$ cat src/rtl/shift_out_reg.sv
// Parallel-to-serial transmitter (LSB first) for the FP adder result path.
// Optional trailing even-parity bit enabled by defining SHIFT_OUT_PARITY_EN.
module shift_out_reg #(
  parameter int DATA_W = 32,
  parameter int CNT_W  = 6
) (
  input  logic              clk_in,
  input  logic              rst_n_in,
  input  logic [DATA_W-1:0] parallel_in,
  input  logic              load_in,
  input  logic              en_in,
  output logic              output_rdy,
  output logic              serial_out,
  output logic              serial_valid,
  output logic              done_out,
  output logic [1:0]        state_dbg
);

  typedef enum logic [1:0] {
    IDLE  = 2'd0,
    SHIFT = 2'd1,
    DONE  = 2'd2
  } state_t;

`ifdef SHIFT_OUT_PARITY_EN
  localparam int FRAME_LEN = DATA_W + 1;
`else
  localparam int FRAME_LEN = DATA_W;
`endif
  localparam logic [CNT_W-1:0] LAST_CNT = CNT_W'(FRAME_LEN - 1);

  // Handshake: a word is accepted on a clock edge where output_rdy=1 and
  // load_in=1; serial_out is a new bit in every cycle where serial_valid=1.
  state_t            state_q, state_d;
  logic [DATA_W-1:0] shreg_q, shreg_d;
  logic [CNT_W-1:0]  count_q, count_d;
  logic              sout_q, sout_d;
  logic              svalid_q, svalid_d;
  logic              done_q, done_d;
  logic              rdy_q, rdy_d;
`ifdef SHIFT_OUT_PARITY_EN
  logic              parity_q, parity_d;
`endif

  always_comb begin
    state_d  = state_q;
    shreg_d  = shreg_q;
    count_d  = count_q;
    sout_d   = sout_q;
    svalid_d = 1'b0;
    done_d   = 1'b0;
    rdy_d    = rdy_q;
`ifdef SHIFT_OUT_PARITY_EN
    parity_d = parity_q;
`endif
    case (state_q)
      IDLE: begin
        // rdy_q is low for the single IDLE cycle right after DONE, so a
        // load during the done_out pulse is not taken.
        rdy_d = 1'b1;
        if (rdy_q && load_in) begin
          shreg_d = parallel_in;
          count_d = '0;
          state_d = SHIFT;
          rdy_d   = 1'b0;
`ifdef SHIFT_OUT_PARITY_EN
          parity_d = ^parallel_in;
`endif
        end
      end
      SHIFT: begin
        rdy_d = 1'b0;
        if (en_in) begin
`ifdef SHIFT_OUT_PARITY_EN
          if (count_q == CNT_W'(DATA_W)) sout_d = parity_q;
          else                           sout_d = shreg_q[0];
`else
          sout_d = shreg_q[0];
`endif
          shreg_d  = shreg_q >> 1;
          svalid_d = 1'b1;
          if (count_q == LAST_CNT) state_d = DONE;
          else                     count_d = count_q + CNT_W'(1);
        end
      end
      DONE: begin
        done_d  = 1'b1;
        rdy_d   = 1'b0;
        state_d = IDLE;
      end
      default: begin
        state_d = IDLE;
        rdy_d   = 1'b1;
      end
    endcase
  end

  always_ff @(posedge clk_in or negedge rst_n_in) begin
    if (!rst_n_in) begin
      state_q  <= IDLE;
      shreg_q  <= '0;
      count_q  <= '0;
      sout_q   <= 1'b0;
      svalid_q <= 1'b0;
      done_q   <= 1'b0;
      rdy_q    <= 1'b1;
`ifdef SHIFT_OUT_PARITY_EN
      parity_q <= 1'b0;
`endif
    end else begin
      state_q  <= state_d;
      shreg_q  <= shreg_d;
      count_q  <= count_d;
      sout_q   <= sout_d;
      svalid_q <= svalid_d;
      done_q   <= done_d;
      rdy_q    <= rdy_d;
`ifdef SHIFT_OUT_PARITY_EN
      parity_q <= parity_d;
`endif
    end
  end

  assign output_rdy   = rdy_q;
  assign serial_out   = sout_q;
  assign serial_valid = svalid_q;
  assign done_out     = done_q;
  assign state_dbg    = state_q;

endmodule

$ cat config.mk
export PLATFORM = sky130hd
export DESIGN_NAME = shift_out_reg
export DESIGN_NICKNAME = d
export VERILOG_FILES = /design/src/rtl/shift_out_reg.sv
export SDC_FILE = /design/constraint.sdc
export NUM_CORES = 1
export LEC_CHECK = 0
export CAP_MARGIN = 0
export CORE_UTILIZATION = 30
export DETAILED_ROUTE_END_ITERATION = 16
export GPL_TIMING_DRIVEN = 0
export PLACE_DENSITY = 0.57
export SLEW_MARGIN = 40
export SYNTH_ARGS = -nofsm -noshare
export SYNTH_HDL_FRONTEND = slang
export SYNTH_SLANG_ARGS = --single-unit
$ cat constraint.sdc
create_clock -name clk_in -period 2.97 [get_ports clk_in]
set_input_delay 0.891 -clock clk_in [delete_from_list [all_inputs] [get_ports clk_in]]
set_output_delay 0.891 -clock clk_in [all_outputs]
set_load 0.1 [all_outputs]
# After elaboration in Yosys (flattened, before gate mapping)
# Cells that the tools add are included.
totals:
  regBits: 44
  in_bits: 36
classes:
  add_sub_neg: 1
  n_eq_ne: 7
  n_mux: 16
  n_reduce_logical: 8
ops:
  columns: ["op", "count"]
  rows:
  - ["32-bit two-way mux", 2]
  - ["32-bit one-hot mux with 2 select lines", 1]
  - ["6-bit two-way mux", 3]
  - ["6-bit one-hot mux with 2 select lines", 1]
  - ["2-bit inequality test, second input constant", 4]
  - ["6-bit by 1-bit adder with 6-bit output, second input constant", 1]
  - ["6-bit by 5-bit == test with 1-bit output, second input constant", 1]
  - ["2-bit two-way mux", 3]
  - ["3-bit AND reduction", 2]
  - ["1-bit two-way mux", 4]
  - ["2-bit one-hot mux with 2 select lines", 1]
  - ["4-bit AND reduction", 1]
  - ["2-bit by 1-bit == test with 1-bit output, second input constant", 1]
  - ["2-bit == test, second input constant", 1]
  - ["2-bit logical NOT", 1]
  - ["1-bit one-hot mux with 2 select lines", 1]
  - ["2-bit AND reduction", 1]
  - ["2-bit nonzero test", 1]
  - ["2-bit OR reduction", 1]
  - ["1-bit logical AND", 1]

# Longest topological paths before layout
logic_depth:
  ltp_word: 4
  depth_mapped: 8
  ltp_nobuf: 5

# Worst setup path before layout
# No wires, ideal clock.
synth_timing:
  kind: "register to register"
  from: "register state_q[1] (netlist: state_dbg[1])"
  to: "register count_q[0]"
  setup_ns: 0.069
  t_arrival_ns: 1.932
  required_ns: 2.901
  path_slack_ns: 0.969
  path_stages_with_launch: 9
  cell_sequence: "dfrtp_1 > buf_6 > nor2b_1 > buf_6 > a21oi_4 > buf_6 > buf_2 > nand2_1 > nand3_1"
synth_between:
  elab_chain_len: 3
  word_cells_on_any_way: 8
synth_lines:
  columns: ["item", "line_no", "text"]
  rows:
  - ["start, declared", "34", "state_t state_q, state_d;"]
  - ["start signal, assigned", "111", "state_q <= state_d;"]
  - ["2-bit by 1-bit == test with 1-bit output or 2-bit logical NOT (tied branches)", "56", "case (state_q)"]
  - ["2-bit inequality test (no source line) or 2-bit nonzero test (tied branches)", null, null]
  - ["4-bit AND reduction (no source line)", null, null]
  - ["end signal, assigned", "113", "count_q <= count_d;"]
  - ["end, declared", "36", "logic [CNT_W-1:0] count_q, count_d;"]
# Parallel ways exist; a longest one is shown, timed or not.
# A chain may end at the register's enable or synchronous reset.

# Worst setup path in the final report
layout_timing:
  from: "register rdy_q (netlist: output_rdy)"
  to: "output port output_rdy"
layout_rtl:
  columns: ["item", "line_no", "text"]
  rows:
  - ["start, declared", "40", "logic rdy_q, rdy_d;"]
  - ["start signal, assigned", "117", "rdy_q <= rdy_d;"]
  - ["end, declared", "12", "output logic output_rdy,"]
# No word-level cell between the ends.

==> impl_metrics.env <==
export IMPL_crit_family="flip-flops"
export IMPL_synth_top_family_by_area="multiplexers"
export IMPL_ctsHtreeMaxLevel=2
export IMPL_fin_cells=329
export IMPL_coreArea_sq_um=6760
export IMPL_multi_input_area_sq_um=902
export IMPL_grt_pass1_wl_mm=7.66
export IMPL_clkLatencyLatePin_ps=300
export IMPL_end_kind="primary output"
export IMPL_ys_flop_type="dfrtp_1"
export IMPL_ant_nets=0
export IMPL_worstPathArrival_ps=1270
export IMPL_setup_tns_ps=0
export IMPL_p_per_area_nw_per_um2=931
export IMPL_synth_most_common_cell="dfrtp_1"
export IMPL_wirelength_mm=4.49
export IMPL_synth_seq_area_share_pct=52.6
export IMPL_cts_root_buf="clkbuf_8"
export IMPL_die_width_um=85.6
export IMPL_post_route_drc_count=0
export IMPL_tightest_slew_ps=496
export IMPL_cts_setup_buffers=0
export IMPL_slew_limit_headroom_pct=66.9
export IMPL_wire_per_inst_um=13.6
export IMPL_design_area_sq_um=2700
export IMPL_grt_util_all_layers_pct=13.3
export IMPL_vias=1628
export IMPL_synth_top_area_cell="dfrtp_1"
export IMPL_fin_crit_sh_pct=72.9
export IMPL_netlist_cell_type_count=32
export IMPL_ys_warn_count=0
export IMPL_nNetsFinal=285
export IMPL_drt_pass1_iterations=7
export IMPL_fmax_ghz=0.462
export IMPL_path_clk_slew_ps=80
export IMPL_grt_max_degree=27
export IMPL_avgSynthCellArea_sq_um=10.5
export IMPL_crit_required_ps=2080
export IMPL_rsz0062_at_grt="false"
export IMPL_wl_met2_mm=2.06
export IMPL_drv_cap=0
export IMPL_dp_cells=321
export IMPL_hold_viol=0
export IMPL_dp_hpwl_mm=3.20
export IMPL_fp_dieH_um=85.6
export IMPL_path_cells="buf_2"
export IMPL_fp_row_count=30
export IMPL_cts_sinks=44
export IMPL_startpoint_type="register"
export IMPL_criticalPathCategory="reg -> out"
export IMPL_synth_compound_area_share_pct=13.3
export IMPL_wl_met1_mm=2.18
export IMPL_syn_to_final_growth_pct=28.9
export IMPL_synth_xor_area_share_pct=0
export IMPL_critPathSlowestCell="dfstp_2"
export IMPL_pin_count=42
export IMPL_status="completed"
export IMPL_grt_overflow=0
export IMPL_drt_initial_drc_count=62
export IMPL_finalSetupViolCount=0
export IMPL_synthSimpleGateAreaFrac_pct=13.3
export IMPL_yosys_top_cells_count="dfrtp_1, nand2_1, o21ai_0"
export IMPL_io_buffers=41
export IMPL_crit_path_max_incr_delay_ps=560
export IMPL_hold_buffers=0
export IMPL_wl_met3_um=195
export IMPL_final_util_pct=40.0
export IMPL_syn_cell_area_sq_um=2090
export IMPL_grt_pass1_vias=1581
export IMPL_synth_fa_ha_area_share_pct=0.597
export IMPL_clockBufferDepth=2
export IMPL_drive_gt1_share_pct=11.6
export IMPL_peakVddDrop_mv=0.289
export IMPL_hp_class="in -> async"
export IMPL_cts_tree="built"
export IMPL_dr_max_layer_used="met4"
export IMPL_syn_num_nets=236
export IMPL_yosysTopAreaCellShare_pct=51.4
export IMPL_seqCellArea_sq_um=1100
export IMPL_p_leak_nw=1.33
export IMPL_synthArstFlopShare_pct=100
export IMPL_cts_made_buffers=5
export IMPL_antenna_cells=0
export IMPL_antenna_found_initial=0
export IMPL_ys_ff_latch=44
export IMPL_cts_resized=0
export IMPL_start_util_pct=31.0
export IMPL_synthTopCellsByArea="dfrtp_1, mux2i_1, o21ai_0"
export IMPL_finClkSkew_ps=10.4
export IMPL_vias_per_cell=4.95
export IMPL_period_minus_slack_ps=2160
export IMPL_routabilityCongestion=0.803
export IMPL_synth_edf_count=0
export IMPL_synthCells=199
export IMPL_postPlaceCellArea_sq_um=2590
export IMPL_synth_mux_area_fraction_pct=15.9
export IMPL_slew_violations=0
export IMPL_die_area_sq_um=7320
export IMPL_cp_max_fo=4
export IMPL_fill_cells=675
export IMPL_path_buf_inv=1
cells in the final DEF, fill, tap and decap left out, types with 2 or more instances in the layout:
cell type and n:
a22o_1 2, nand4_1 2, buf_2 9, nor2_1 3
a21oi_1 2, buf_6 3, mux2i_1 31, nor2b_1 3
clkdlybuf4s50_1 34, and3_1 2, buf_4 4, clkbuf_8 5
clkbuf_1 5, a311oi_1 2, nand2b_1 2, dfrtp_1 43
o21ai_0 34, mux2_2 2, nand2_1 38, nand3_1 6
through the flow:
step                hold slack, ps  power (mW)  worst slack, ps
finish                         453        2.51              805
detailed placement             470        2.08              507
global route                   464        2.70              724
floorplan                      446        1.81              969
CTS                            457        2.54              795
global placement               462        2.07             -272
final timing paths:
path | start | end | slack [ps] | cells after the start
max in group asynchronous | rst_n_in | output_rdy | 2020 | 2
worst max-delay path | output_rdy | output_rdy | 810 | 1
worst min register to register | shreg_q[24] | shreg_q[24] | 480 | 2
min in group clk_in | shreg_q[24] | shreg_q[24] | 480 | 2
worst min-delay path | rst_n_in | done_out | 450 | 1
worst max register to register | count_q[0] | count_q[0] | 1370 | 5
metal layers:
metal	vias up	GRT usage [%]
li1	798	-
met1	788	18.8
met2	38	20.7
met3	4	2.89
met4	0	3.64
met5	-	0
report_power, final:
part	switching, mW	internal, mW	total, mW
clock	0.207	0.250	0.457
sequential	0.151	0.829	0.980
combinational	0.632	0.445	1.08
total	0.990	1.52	2.51
registers in the layout, summed over array words and instances (netlist names):
signal / cells
done_out: 1
output_rdy: 1
serial_valid: 1
shreg_q: 32
state_dbg: 2
serial_out: 1
count_q: 6
cells by family after synthesis:
logic type,Yosys count
DFF,44
and+or+nand+nor,60
adders and majority gates,1
buffers and inverters,14
AOI/OAI and AO/OA,47
muxes,33
final cells by class:
type | instances | area share [%]
Clock buffer | 6 | 2.69
Tap cell | 80 | 3.71
Timing Repair Buffer | 42 | 14.7
Inverter | 1 | 0.139
Clock inverter | 2 | 1.30
Sequential cell | 44 | 40.8
Buffer | 13 | 3.20
Multi-Input combinational cell | 141 | 33.4
(Power assumes the default switching activity.)
